[src/rtl/module_mod_counter.sv]
// Modulo-N up/down counter with prescaled stepping, clamped synchronous load,
// hold, wrap or saturate at the limits, one-hot count decode and terminal-count pulse.
module module_mod_counter #(
    parameter int WIDTH    = 4,
    parameter int MODULUS  = 10,
    parameter int PRESCALE = 1,
    parameter int SATURATE = 0
) (
    input  logic               clk,
    input  logic               rst,
    input  logic               stop,
    input  logic               up_dn,
    input  logic               load,
    input  logic [WIDTH-1:0]   load_val,
    output logic [WIDTH-1:0]   count_o,
    output logic [MODULUS-1:0] sel_o,
    output logic               tc_o
);

    localparam int PW = (PRESCALE > 1) ? $clog2(PRESCALE) : 1;

    // Comparisons are done one bit wider so MODULUS == 2**WIDTH is representable.
    localparam logic [WIDTH:0]   LAST_EXT = (WIDTH+1)'(MODULUS - 1);
    localparam logic [WIDTH:0]   MOD_EXT  = (WIDTH+1)'(MODULUS);
    localparam logic [WIDTH-1:0] LAST     = WIDTH'(MODULUS - 1);
    localparam logic [PW-1:0]    PRE_LAST = PW'(PRESCALE - 1);

    logic [WIDTH-1:0] count_reg, count_next;
    logic [PW-1:0]    pre_reg, pre_next;
    logic             tc_reg, tc_next;

    logic [WIDTH:0]   count_ext;
    logic [WIDTH:0]   load_ext;
    logic             at_limit;
    logic [WIDTH-1:0] step_val;

    always_ff @(posedge clk or posedge rst) begin
        if (rst) begin
            count_reg <= '0;
            pre_reg   <= '0;
            tc_reg    <= 1'b0;
        end else begin
            count_reg <= count_next;
            pre_reg   <= pre_next;
            tc_reg    <= tc_next;
        end
    end

    always_comb begin
        count_ext = {1'b0, count_reg};
        load_ext  = {1'b0, load_val};
        at_limit  = up_dn ? (count_ext == LAST_EXT) : (count_ext == '0);

        // Non-limit steps can never overflow WIDTH bits, so plain +/-1 is safe.
        if (at_limit) begin
            if (SATURATE != 0) begin
                step_val = count_reg;
            end else begin
                step_val = up_dn ? '0 : LAST;
            end
        end else begin
            step_val = up_dn ? (count_reg + WIDTH'(1)) : (count_reg - WIDTH'(1));
        end

        count_next = count_reg;
        pre_next   = pre_reg;
        tc_next    = 1'b0;

        if (load) begin
            count_next = (load_ext < MOD_EXT) ? load_val : LAST;
            pre_next   = '0;
        end else if (!stop) begin
            if (pre_reg == PRE_LAST) begin
                pre_next   = '0;
                count_next = step_val;
                tc_next    = at_limit;
            end else begin
                pre_next = pre_reg + PW'(1);
            end
        end
    end

    generate
        for (genvar gi = 0; gi < MODULUS; gi++) begin : g_sel
            assign sel_o[gi] = (count_ext == (WIDTH+1)'(gi));
        end
    endgenerate

    assign count_o = count_reg;
    assign tc_o    = tc_reg;

endmodule
[config.mk]
export PLATFORM = sky130hd
export DESIGN_NAME = module_mod_counter
export DESIGN_NICKNAME = d
export VERILOG_FILES = /design/src/rtl/module_mod_counter.sv
export SDC_FILE = /design/constraint.sdc
export NUM_CORES = 1
export LEC_CHECK = 0
export CORE_AREA = 2 2 39 41
export CTS_BUF_LIST = sky130_fd_sc_hd__clkbuf_4 sky130_fd_sc_hd__clkbuf_8 sky130_fd_sc_hd__clkbuf_16
export CTS_CLUSTER_DIAMETER = 200
export CTS_CLUSTER_SIZE = 40
export DETAILED_ROUTE_END_ITERATION = 8
export DIE_AREA = 0 0 41 43
export PLACE_DENSITY = 0.82
export REMOVE_ABC_BUFFERS = 1
export SETUP_SLACK_MARGIN = 0.02
export SYNTH_ARGS = -nofsm -noshare
export SYNTH_HDL_FRONTEND = slang
export SYNTH_SLANG_ARGS = --single-unit
[constraint.sdc]
create_clock -name clk -period 4.15 [get_ports clk]
set_input_delay 0.415 -clock clk [delete_from_list [all_inputs] [get_ports clk]]
set_output_delay 0.415 -clock clk [all_outputs]
set_load 0.03 [all_outputs]
==> run summary <==
================================================================================
PD cells                                                             304 nW/um^2
Arrival @ worst endpoint                                                 2270 ps
Type of the worst min-delay path                                    input port to async pin
Clock root cell                                                         clkbuf_4
Placement Rows                                                                14
Headroom to the max-slew limit                                             0.757
Number of enable-type register cells in the synthesized netlist                0
Synthesized cell area                                                   520 um^2
Most used cell, CP                                                         inv_1
Reg clk slew, reported paths                                               50 ps
Post-layout net count                                                        100
Drt first-iter violations                                                     13
Setup violations, final                                                        0
Sequential power share                                                     0.287
Total grt overflow                                                             0
Worst-skew pair later-pin latency                                         250 ps
Sequential share of the synthesized area                                   0.240
GP Congestion                                                              0.780
Most frequent cells after synthesis                                 and2_1, inv_1, dfrtp_1
Net switching power                                                      88.6 uW
Die W                                                                      41 um
Vias in the first global route                                               466
#FFs+latches synth                                                             5
Chain of cells forming the critical path                            inv_1 -> ha_1 -> or3b_4 -> inv_1 -> clkdlybuf4s50_1
Max Fanout on Critical Path                                                   11
Sort of element at the start of the critical path                       register
Crit Path Class                                                     register to primary output
Area of the die                                                        1760 um^2
Fraction of power consumed by combinational cells                          0.440
Slowest Stage Delay on Critical Path                                      660 ps
Clock skew                                                               8.16 ps
Count of unique library cells instantiated by Yosys                           30
Area added between synthesis and finish                                    46.9%
Number of standard cells after synthesis                                      65
Remaining routing DRC violations                                               0
Number of antenna violations at the first check in global routing              0
Outcome                                                                completed
Most area-consuming cells after synthesis                           dfrtp_1, ha_1, and2_1
Number of resized instances in the post-cts repair step                        0
Part of the total power dissipated in the clock network                    0.273
Most used flip-flop cell after synthesis                                 dfrtp_1
Biggest area consumer among synthesized cells                            dfrtp_1
Post-CTS Hold Fix Bufs                                                         0
Setup TNS                                                                   0 ps
Post-route clock period utilization                                        0.647
Proportion of netlist area held by the largest area contributor            0.240
Max-cap violation count                                                        0
Largest net degree at the start of global routing                             13
Measured slew at the worst slew-check pin                                 364 ps
Number of clock sinks seen by CTS                                              5
Utilization after layout                                                   0.552
P_leak                                                               0.000336 uW
TritonCTS clock tree                                                       built
CTS H-Tree Depth                                                               1
Critical path data required time                                         3730 ps
Ratio of routed vias to standard cells                                      5.42
Crit end category                                                   primary output
Pre-antenna DRT Iters                                                          4
Average wire length per cell after detail routing                        12.4 um
CTS Buffer Depth                                                               2
Total routing usage reported by global routing                             0.172
Number of buffers created by CTS                                               3
Final number of hold-violating endpoints                                       0
Slowest stage cell on the critical path                             clkdlybuf4s50_1
DPL Wire Length                                                          1000 um
Highest clock rate                                                       373 MHz
Share of post-route cells with drive strength above 1                     0.0814
Final Slew Violations                                                          0
Die Y-Extent                                                               43 um
ANT nets after route                                                           0
Antenna diode count                                                            0
Total length of routed wires                                             1260 um
RSZ-0062 raised after global routing                                          no
Switching power as a share of total power                                  0.381
Ports placed on the boundary                                                  24
Synth warnings                                                                 0
Setup Buffers After CTS                                                        0
Core box area                                                          1380 um^2
Global-route wire length before repair                                   2060 um
Async set-reset flop share out of synthesis                                 1.00
Effective utilization at floorplan                                         0.376
Internal power of the cells                                               144 uW
Power after layout                                                        232 uW
Number of port buffers                                                        23
Post-synthesis average cell area                                       8.01 um^2
Via count                                                                    553
Maximum vdd drop                                                        0.220 mV
Final min period                                                         2680 ps
================================================================================
power by group through the flow:
| stage | Clock, uW | Sequential [uW] | Combinational, uW |
|---|---|---|---|
| floorplan | 0 | 74.0 | 51.4 |
| global placement | 0 | 66.4 | 101 |
| detailed placement | 0 | 67.0 | 103 |
| CTS | 65.2 | 66.3 | 103 |
| global route | 70.4 | 67.8 | 111 |
| finish | 63.6 | 66.7 | 102 |
metal layers:
metal | vias to the layer above | routed length, um | global-route usage
met5 | - | 0 | 0
met4 | 0 | 0 | 0.0400
met3 | 0 | 58 | 0.0785
met2 | 18 | 651 | 0.244
met1 | 265 | 553 | 0.235
li1 | 270 | - | -
placed cells by master, fill, tap and decap left out, types with 2 or more instances in the layout:
| cell type | count |
|---|---|
| nor2_1 | 3 |
| a221oi_1 | 2 |
| ha_1 | 4 |
| a31oi_1 | 2 |
| o21ai_0 | 3 |
| inv_1 | 7 |
| nor4_1 | 2 |
| clkdlybuf4s50_1 | 23 |
| and2_1 | 7 |
| a21oi_1 | 4 |
| and3_1 | 2 |
| nand2b_1 | 2 |
| dfrtp_1 | 5 |
| clkbuf_4 | 4 |
| nor3_1 | 2 |
worst max-delay path, delay by kind of cell (launching register included):
family | cells | cell delay [ps]
adder cells (fa/ha/maj) | 1 | 250
buffers and inverters | 3 | 870
flip-flops | 1 | 500
AND/OR/NAND/NOR | 1 | 410
state kept, by name, indices dropped and copies added (netlist names):
| register | cells |
|---|---|
| count_o | 4 |
| tc_o | 1 |
per-stage QoR:
stage / instances / hold slack [ps] / area, um^2 / worst slack (ps)
floorplan: 59 / 194 / 484 / 2230
global placement: 98 / 629 / 734 / 1830
detailed placement: 98 / 634 / 734 / 1750
CTS: 102 / 371 / 764 / 1480
global route: 102 / 383 / 764 / 1360
finish: 102 / 363 / 764 / 1470
cells by family (layout without fill, tap and decap cells):
family                     Yosys count  count (layout)  share of synthesized area
and+or+nand+nor                     22              22                      0.264
AOI/OAI and AO/OA                   19              19                      0.243
buffers and inverters               13              34                      0.120
DFF                                  5               5                      0.240
adders and majority gates            4               4                     0.0962
xor gates and xnor gates             1               1                     0.0168
muxes                                1               1                     0.0192
cell type report:
cell class / count / area, um^2
timing repair buffer: 23 / 230
multi-input combinational: 47 / 333
tap: 16 / 20.0
fill: 127 / 619
clock buffer: 4 / 30.0
inverter: 7 / 26.3
sequential: 5 / 125
path summary, 6_finish.rpt:
kind,start,end,slack [ps],cells after the start
worst max register to register,count_o[0],count_o[0],2350,6
worst min register to register,count_o[1],count_o[1],800,2
max in group asynchronous,rst,count_o[2],3610,2
worst max-delay path,count_o[0],sel_o[0],1470,5
worst min-delay path,rst,count_o[3],360,2
min in group clk,load_val[0],count_o[0],740,3
Power figures use the tool's default switching activity.
